===== src/rtl/vga_pkg.sv =====
// rtl/vga_pkg.sv - shared VGA timing defaults and display-mode encoding
//
// Purpose: default 640x480@60 timing constants and the mode FSM state type,
//          shared by vga_timing and vga_display_ctrl.
// Ports:   none (package).
package vga_pkg;

  localparam int H_ACTIVE_DEF = 640;
  localparam int H_FP_DEF     = 16;
  localparam int H_SYNC_DEF   = 96;
  localparam int H_BP_DEF     = 48;

  localparam int V_ACTIVE_DEF = 480;
  localparam int V_FP_DEF     = 10;
  localparam int V_SYNC_DEF   = 2;
  localparam int V_BP_DEF     = 33;

  typedef enum logic [1:0] {
    MODE_ON       = 2'd0,
    MODE_OFF_HOLD = 2'd1,
    MODE_OFF      = 2'd2
  } mode_e;

endpackage


===== src/rtl/vga_timing.sv =====
// rtl/vga_timing.sv - pixel-tick divider, h/v counters, sync and visible decode
//
// Purpose: generates the pixel tick from clk_50 and walks the raster.
// Ports:
//   clk_50, reset       clock and asynchronous active-high reset
//   p_tick              registered one-cycle pixel strobe (constant 1 if TICK_DIV=1)
//   h, v                raw raster counters (unregistered view of the flops)
//   hsync_act/vsync_act h/v inside their sync windows (polarity-free)
//   visible             h/v inside the active picture
//   frame_wrap          p_tick on which both h and v wrap to 0
module vga_timing
  import vga_pkg::*;
#(
  parameter int H_ACTIVE = H_ACTIVE_DEF,
  parameter int H_FP     = H_FP_DEF,
  parameter int H_SYNC   = H_SYNC_DEF,
  parameter int H_BP     = H_BP_DEF,
  parameter int V_ACTIVE = V_ACTIVE_DEF,
  parameter int V_FP     = V_FP_DEF,
  parameter int V_SYNC   = V_SYNC_DEF,
  parameter int V_BP     = V_BP_DEF,
  parameter int TICK_DIV = 2
) (
  input  logic       clk_50,
  input  logic       reset,
  output logic       p_tick,
  output logic [9:0] h,
  output logic [9:0] v,
  output logic       hsync_act,
  output logic       vsync_act,
  output logic       visible,
  output logic       frame_wrap
);

  localparam int CNT_W = (TICK_DIV > 1) ? $clog2(TICK_DIV) : 1;
  localparam logic [CNT_W-1:0] CNT_LAST = CNT_W'(TICK_DIV - 1);

  localparam logic [9:0] H_LAST    = 10'(H_ACTIVE + H_FP + H_SYNC + H_BP - 1);
  localparam logic [9:0] H_SYNC_LO = 10'(H_ACTIVE + H_FP);
  localparam logic [9:0] H_SYNC_HI = 10'(H_ACTIVE + H_FP + H_SYNC - 1);
  localparam logic [9:0] H_VIS     = 10'(H_ACTIVE);
  localparam logic [9:0] V_LAST    = 10'(V_ACTIVE + V_FP + V_SYNC + V_BP - 1);
  localparam logic [9:0] V_SYNC_LO = 10'(V_ACTIVE + V_FP);
  localparam logic [9:0] V_SYNC_HI = 10'(V_ACTIVE + V_FP + V_SYNC - 1);
  localparam logic [9:0] V_VIS     = 10'(V_ACTIVE);

  logic [CNT_W-1:0] cnt_q, cnt_d;
  logic             p_tick_q, p_tick_d;
  logic [9:0]       h_q, h_d;
  logic [9:0]       v_q, v_d;
  logic             h_wrap;

  always_comb begin
    cnt_d    = (cnt_q == CNT_LAST) ? '0 : cnt_q + CNT_W'(1);
    // Registered so that p_tick is 0 during reset even when TICK_DIV=1;
    // it is high exactly while cnt_q sits at its last value.
    p_tick_d = (cnt_d == CNT_LAST);
    h_wrap   = (h_q == H_LAST);
    h_d      = h_q;
    v_d      = v_q;
    if (p_tick_q) begin
      h_d = h_wrap ? '0 : h_q + 10'd1;
      if (h_wrap) begin
        v_d = (v_q == V_LAST) ? '0 : v_q + 10'd1;
      end
    end
  end

  always_ff @(posedge clk_50 or posedge reset) begin
    if (reset) begin
      cnt_q    <= '0;
      p_tick_q <= 1'b0;
      h_q      <= '0;
      v_q      <= '0;
    end else begin
      cnt_q    <= cnt_d;
      p_tick_q <= p_tick_d;
      h_q      <= h_d;
      v_q      <= v_d;
    end
  end

  assign p_tick     = p_tick_q;
  assign h          = h_q;
  assign v          = v_q;
  assign hsync_act  = (h_q >= H_SYNC_LO) && (h_q <= H_SYNC_HI);
  assign vsync_act  = (v_q >= V_SYNC_LO) && (v_q <= V_SYNC_HI);
  assign visible    = (h_q < H_VIS) && (v_q < V_VIS);
  assign frame_wrap = p_tick_q && h_wrap && (v_q == V_LAST);

endmodule


===== src/rtl/vga_display_ctrl.sv =====
// rtl/vga_display_ctrl.sv - VGA display controller with frame-aligned blanking
//
// Purpose: drives registered syncs/colour to the connector and blanks the
//          picture on whole-frame boundaries with a minimum off time.
// Ports:
//   clk_50, reset   clock and asynchronous active-high reset
//   screen_off      blank request, sampled only on frame_start
//   x, y            current pixel coordinates to the pixel generator
//   rgb_in          colour for x/y from the generator
//   hsync, vsync    registered syncs, active level SYNC_POL
//   rgb, video_on   registered colour and visible flag (one tick behind x/y)
//   p_tick          pixel-tick strobe
//   frame_start     strobe on the tick that enters x=0, y=0
//   is_off          1 while the display is blanked
module vga_display_ctrl
  import vga_pkg::*;
#(
  parameter int H_ACTIVE       = H_ACTIVE_DEF,
  parameter int H_FP           = H_FP_DEF,
  parameter int H_SYNC         = H_SYNC_DEF,
  parameter int H_BP           = H_BP_DEF,
  parameter int V_ACTIVE       = V_ACTIVE_DEF,
  parameter int V_FP           = V_FP_DEF,
  parameter int V_SYNC         = V_SYNC_DEF,
  parameter int V_BP           = V_BP_DEF,
  parameter int TICK_DIV       = 2,
  parameter int RGB_W          = 12,
  parameter int MIN_OFF_FRAMES = 4,
  parameter bit SYNC_POL       = 1'b0
) (
  input  logic             clk_50,
  input  logic             reset,
  input  logic             screen_off,
  output logic [9:0]       x,
  output logic [9:0]       y,
  input  logic [RGB_W-1:0] rgb_in,
  output logic             hsync,
  output logic             vsync,
  output logic [RGB_W-1:0] rgb,
  output logic             video_on,
  output logic             p_tick,
  output logic             frame_start,
  output logic             is_off
);

  localparam int HOLD_W = (MIN_OFF_FRAMES > 1) ? $clog2(MIN_OFF_FRAMES) : 1;
  localparam logic [HOLD_W-1:0] HOLD_INIT = HOLD_W'(MIN_OFF_FRAMES - 1);

  logic       tick;
  logic [9:0] h, v;
  logic       hsync_act, vsync_act, visible, frame_wrap;

  vga_timing #(
    .H_ACTIVE (H_ACTIVE),
    .H_FP     (H_FP),
    .H_SYNC   (H_SYNC),
    .H_BP     (H_BP),
    .V_ACTIVE (V_ACTIVE),
    .V_FP     (V_FP),
    .V_SYNC   (V_SYNC),
    .V_BP     (V_BP),
    .TICK_DIV (TICK_DIV)
  ) u_timing (
    .clk_50     (clk_50),
    .reset      (reset),
    .p_tick     (tick),
    .h          (h),
    .v          (v),
    .hsync_act  (hsync_act),
    .vsync_act  (vsync_act),
    .visible    (visible),
    .frame_wrap (frame_wrap)
  );

  mode_e             state_q, state_d;
  logic [HOLD_W-1:0] hold_q, hold_d;
  logic              hsync_q, hsync_d;
  logic              vsync_q, vsync_d;
  logic              video_on_q, video_on_d;
  logic [RGB_W-1:0]  rgb_q, rgb_d;

  // Mode FSM. It only moves on the wrap tick, so the new mode is in force
  // from the very first pixel of the next frame.
  always_comb begin
    state_d = state_q;
    hold_d  = hold_q;
    if (frame_wrap) begin
      case (state_q)
        MODE_ON: begin
          if (screen_off) begin
            hold_d  = HOLD_INIT;
            state_d = (HOLD_INIT == '0) ? MODE_OFF : MODE_OFF_HOLD;
          end
        end
        MODE_OFF_HOLD: begin
          // The hold ends on the frame_start that brings the count to 0.
          hold_d = hold_q - HOLD_W'(1);
          if (hold_q == HOLD_W'(1)) begin
            state_d = MODE_OFF;
          end
        end
        MODE_OFF: begin
          if (!screen_off) begin
            state_d = MODE_ON;
          end
        end
        default: begin
          state_d = MODE_ON;
          hold_d  = '0;
        end
      endcase
    end
  end

  // All four outputs load from the same h/v on the tick, staying aligned.
  always_comb begin
    hsync_d    = hsync_q;
    vsync_d    = vsync_q;
    video_on_d = video_on_q;
    rgb_d      = rgb_q;
    if (tick) begin
      hsync_d    = hsync_act ? SYNC_POL : ~SYNC_POL;
      vsync_d    = vsync_act ? SYNC_POL : ~SYNC_POL;
      video_on_d = visible;
      rgb_d      = (visible && (state_q == MODE_ON)) ? rgb_in : '0;
    end
  end

  always_ff @(posedge clk_50 or posedge reset) begin
    if (reset) begin
      state_q    <= MODE_ON;
      hold_q     <= '0;
      hsync_q    <= ~SYNC_POL;
      vsync_q    <= ~SYNC_POL;
      video_on_q <= 1'b0;
      rgb_q      <= '0;
    end else begin
      state_q    <= state_d;
      hold_q     <= hold_d;
      hsync_q    <= hsync_d;
      vsync_q    <= vsync_d;
      video_on_q <= video_on_d;
      rgb_q      <= rgb_d;
    end
  end

  assign x           = h;
  assign y           = v;
  assign hsync       = hsync_q;
  assign vsync       = vsync_q;
  assign video_on    = video_on_q;
  assign rgb         = rgb_q;
  assign p_tick      = tick;
  assign frame_start = frame_wrap;
  assign is_off      = (state_q != MODE_ON);

endmodule


===== config.mk =====
export PLATFORM = sky130hd
export DESIGN_NAME = vga_display_ctrl
export DESIGN_NICKNAME = d
export VERILOG_FILES = /design/src/rtl/vga_pkg.sv /design/src/rtl/vga_timing.sv /design/src/rtl/vga_display_ctrl.sv
export SDC_FILE = /design/constraint.sdc
export NUM_CORES = 1
export LEC_CHECK = 0
export ABC_AREA = 0
export ABC_CLOCK_PERIOD_IN_PS = 2680
export CELL_PAD_IN_SITES_DETAIL_PLACEMENT = 2
export CELL_PAD_IN_SITES_GLOBAL_PLACEMENT = 2
export CORE_MARGIN = 5
export CORE_UTILIZATION = 29
export CTS_CLUSTER_DIAMETER = 100
export CTS_CLUSTER_SIZE = 28
export DETAILED_ROUTE_END_ITERATION = 10
export PLACE_DENSITY = 0.76
export SYNTH_ARGS = -nofsm -noshare
export SYNTH_HDL_FRONTEND = slang
export SYNTH_SLANG_ARGS = --single-unit
export TNS_END_PERCENT = 100

===== constraint.sdc =====
create_clock -name clk_50 -period 2.68 [get_ports clk_50]
set_input_delay 0.268 -clock clk_50 [delete_from_list [all_inputs] [get_ports clk_50]]
set_output_delay 0.268 -clock clk_50 [all_outputs]
set_load 0.05 [all_outputs]

# After elaboration in Yosys (flattened, before gate mapping)
# Cells that the tools add are included.
# classes
eq_ne,8
addsub,4
magnitude_cmp,6
n_reduce_logical,11
n_mux,12
bitwise_logic,1
# op_table
cell,n
10-bit by 1-bit adder with 10-bit output (second input constant),2
10-bit equality test (second input constant),2
10-bit two-way mux,2
12-bit two-way mux,1
2-bit case mux with 3 select lines,2
10-bit >= comparator (second input constant),1
10-bit by 9-bit >= comparator with 1-bit output (second input constant),1
10-bit <= comparator (second input constant),1
10-bit by 9-bit <= comparator with 1-bit output (second input constant),1
10-bit < comparator (second input constant),1
10-bit by 9-bit < comparator with 1-bit output (second input constant),1
2-bit two-way mux,4
1-bit logical AND,6
2-bit != test (second input constant),3
2-bit by 1-bit equality test with 1-bit output (second input constant),2
4-bit AND reduction,1
1-bit two-way mux,3
3-bit AND reduction,1
2-bit equality test (second input constant),1
2-bit logical NOT,1
2-bit AND reduction,1
2-bit nonzero test,1
2-bit by 1-bit subtractor with 2-bit output (second input constant),1
1-bit adder (second input constant),1
1-bit inverter,1
# totals
wordCells,51
out_inout_bits,38
regBits,40

# Depth between registers and ports, before layout
# logic_depth
depth_word,4
ltp_mapped,6
depth_no_buf,6

# Hierarchy
# A second synthesis with hierarchy kept.
# hier_totals
hier_cells,198
area_unflattened_um2,2075.7
# modules_own_cells
module,n_inst,area_each_um2,cells_each
vga_timing,1,1196.1,115
vga_display_ctrl,1,879.6,83

# Worst setup path after synthesis
# OpenSTA, ideal clock, no wires.
# synth_timing
path_type,flip-flop to flip-flop
from,"register u_timing.h_q[4], in the netlist u_timing.h[4]"
to,register state_q[0]
required_time_ns,2.530
n_path_buf,1
period_less_slack_ns,2.548
path_stages_with_launch,6
path_slack_ns,0.132
arrival_time_ns,2.398
cell_sequence,dfrtp_1 or4b_1 buf_2 or3_4 nor2_2 o22ai_1
# synth_between
elab_chain_cells,4
# synth_rtl
item,line,rtl
"start, declared",vga_timing.sv:49,"logic [9:0] h_q, h_d;"
"start signal, assigned",vga_timing.sv:73,h_q <= '0;
"start signal, assigned",vga_timing.sv:78,h_q <= h_d;
10-bit equality test,vga_timing.sv:58,h_wrap = (h_q == H_LAST);
1-bit logical AND (2 in series),vga_timing.sv:89,assign frame_wrap = p_tick_q && h_wrap && (v_q == V_LAST);
net frame_start,vga_display_ctrl.sv:42,"output logic frame_start,"
4-bit AND reduction (no line),-,
"end signal, assigned",vga_display_ctrl.sv:138,state_q <= state_d;
"end, declared",vga_display_ctrl.sv:75,"mode_e state_q, state_d;"
# The timed path passes the listed nets, and every way through them passes these cells.
# A chain may end at the register's enable or synchronous reset.

# Final worst setup path
# layout_timing
from,"register u_timing.h_q[5], in the netlist u_timing.h[5]"
to,output port frame_start
# layout_between
elab_chain_cells,3
# layout_rtl
item,line
10-bit equality test,vga_timing.sv:58
1-bit logical AND (2 in series),vga_timing.sv:89
"end, declared",vga_display_ctrl.sv:42
# Every way passes these cells.

==> impl_metrics.json <==
{
  "status": "complete, no violations",
  "async_flop_share_pct": 100,
  "die_h_microns": 90.5,
  "post-route-period-util_pct": 94.4,
  "cts_resized": 0,
  "grt_pass1_wl_microns": 8910,
  "synth_cell_type_count": 40,
  "dp_cells": 305,
  "drc_errors": 0,
  "tightest_slew_ns": 0.542,
  "finalHoldViolCount": 0,
  "crit_type": "reg2out",
  "dieWidth_microns": 90.5,
  "hold_path.class": "in2async",
  "grt.total_usage_pct": 13.4,
  "seq_area_frac_synth_pct": 53.4,
  "cts.sinks": 40,
  "layout_setup_ws_ns": 0.149,
  "skew_ns": 0.00605,
  "drv_cap": 0,
  "portBuffers": 52,
  "period_minus_slack_ns": 2.53,
  "finalSetupTns_ns": 0,
  "initial_utilization_pct": 29.8,
  "end_kind": "primary output",
  "post_cts_buffers": 0,
  "grt_pass1_vias": 1685,
  "cts.hold.buffers_added": 0,
  "cts_buffers": 5,
  "required_ns": 2.41,
  "cts_max_level": 2,
  "wl_microns": 5500,
  "cts-root-buf": "clkbuf_8",
  "reg2reg_from": "u_timing.h[5]",
  "cts_tree": "yes",
  "fmaxAchievable_mhz": 395,
  "clockBufferDepth": 2,
  "synthToLayoutAreaGrowth_pct": 41.1,
  "dp_hpwl_microns": 4000,
  "p_leak_uw": 0.00111,
  "dp_slack_ns": 0.459,
  "antenna_found_initial": 0,
  "clk_latency_ns": 0.29,
  "final_common_cell": "clkdlybuf4s50_1",
  "fin_cells": 313,
  "grt_start_max_net_pins": 41,
  "drt-pass1-iter-count": 4,
  "synth_seq_cells": 40,
  "via_per_inst": 5.11,
  "synth_ff_type": "dfrtp_1",
  "ys.warnings.count": 0,
  "ant_nets": 0,
  "drive_gt1_share_pct": 10.6,
  "worstPathMaxFanout": 7,
  "clkTransAtPathRegs_ns": 0.08,
  "fp.dieArea_sq_mm": 0.00819,
  "peakVddDrop_mv": 0.197,
  "postSynthAreaPerCell_sq_um": 10.8,
  "mappedNetlistArea_sq_mm": 0.00188,
  "finalSetupViolations": 0,
  "post_drt_wl_per_cell_microns": 17.6,
  "crit_start": "u_timing.h[5]",
  "coreArea_sq_mm": 0.00631,
  "grt_overflow": 0,
  "syn_nets": 194,
  "layout_common_cells": "clkdlybuf4s50_1, dfrtp_1, a22o_1",
  "synth_edf_count": 0,
  "slew-limit-headroom_pct": 63.8,
  "r2r_cells": 5,
  "pin_count": 53,
  "ff2ff_setup_slack_ns": 0.51,
  "syn_inst": 174,
  "r2r_end": "state_q[0]",
  "first_iter_violations": 27,
  "std_cell_rows": 29,
  "antenna_cells": 0,
  "start_kind": "flop",
  "slew_violations": 0,
  "p_per_area_mw_per_mm2": 429,
  "place_congestion": 0.697,
  "worstPathArrival_ns": 2.26,
  "vias": 1600,
  "final_nets": 255,
  "rsz0062_at_grt": "no"
}
==> where the power goes <==
part | switching (uW) | internal (uW)
combinational | 17.0 | 21.3
clock | 219 | 277
sequential | 0.443 | 604
==> worst max path at each step <==
stage                        to  slack (ns)  cells past startpoint
floorplan            state_q[0]        0.13                      5
global placement    frame_start        0.49                      4
finish              frame_start        0.15                      4
detailed placement  frame_start        0.46                      4
global route        frame_start       0.009                      5
CTS                 frame_start        0.13                      4
==> synthesized netlist by cell type, types with 3 or more instances <==
library cell,count,area [sq um]
nand4_1,6,37.5
and3_1,3,18.8
nor3_1,6,30.0
xnor2_1,10,87.6
inv_1,9,33.8
nand2_1,9,33.8
nor2_1,12,45.0
nand3_1,9,45.0
a21oi_1,3,15.0
nor4b_1,3,26.3
xor2_1,3,26.3
a22o_1,14,123
o21ai_0,7,35.0
clkbuf_1,3,11.3
ha_1,5,62.6
dfrtp_1,38,951
==> kinds of logic (layout without fill, tap and decap cells) <==
kind of cell | Yosys count | count (layout) | share of synthesized area, %
AO/OA/AOI/OAI | 34 | 34 | 13.0
buffers and inverters | 15 | 77 | 3.13
XOR/XNOR | 13 | 13 | 6.06
AND/OR/NAND/NOR | 65 | 65 | 19.9
flip-flops | 40 | 40 | 53.4
multiplexers | 2 | 2 | 1.13
adder cells (fa/ha/maj) | 5 | 5 | 3.33
==> metal layers <==
layer / share of wire (%) / track usage (%) / vias to the layer above
met5: 0 / 0 / -
met2: 47 / 21.7 / 40
met1: 47 / 17.9 / 809
li1: - / - / 745
met3: 4.2 / 3.33 / 6
met4: 0.96 / 3.35 / 0
==> through the flow <==
| stage | area, sq um | hold WS (ns) | total power (uW) | utilization [%] |
|---|---|---|---|---|
| 2_1_floorplan | 1880 | 0.396 | 628 | - |
| 3_3_place_gp | 2540 | 0.461 | 655 | 40.3 |
| 3_5_place_dp | 2540 | 0.480 | 656 | 40.3 |
| 4_1_cts | 2650 | 0.429 | 1150 | 42.0 |
| 5_1_grt | 2650 | 0.494 | 1190 | 42.0 |
| 6_report | 2650 | 0.408 | 1140 | 42.0 |
==> cell type report <==
type	count	area, sq um
Sequential cell	40	1000
Timing Repair Buffer	59	583
Clock buffer	6	72.6
Clock inverter	2	35.0
Fill cell	676	3660
Tap cell	77	96.3
Multi-Input combinational cell	119	823
Inverter	10	37.5
==> flip-flops by register name, summed over array words and instances, names as in the netlist <==
register / flops
u_timing.cnt_q: 1
u_timing.h: 10
video_on: 1
hsync: 1
u_timing.v: 10
rgb: 12
vsync: 1
state_q: 2
hold_q: 2
==> critical path, cell delays in order, from the launching register on <==
cell,delay [ns]
dfrtp_1,0.46
or4b_1,0.70
or3_4,0.46
nor2_2,0.19
buf_12,0.16
(Power assumes the default switching activity.)
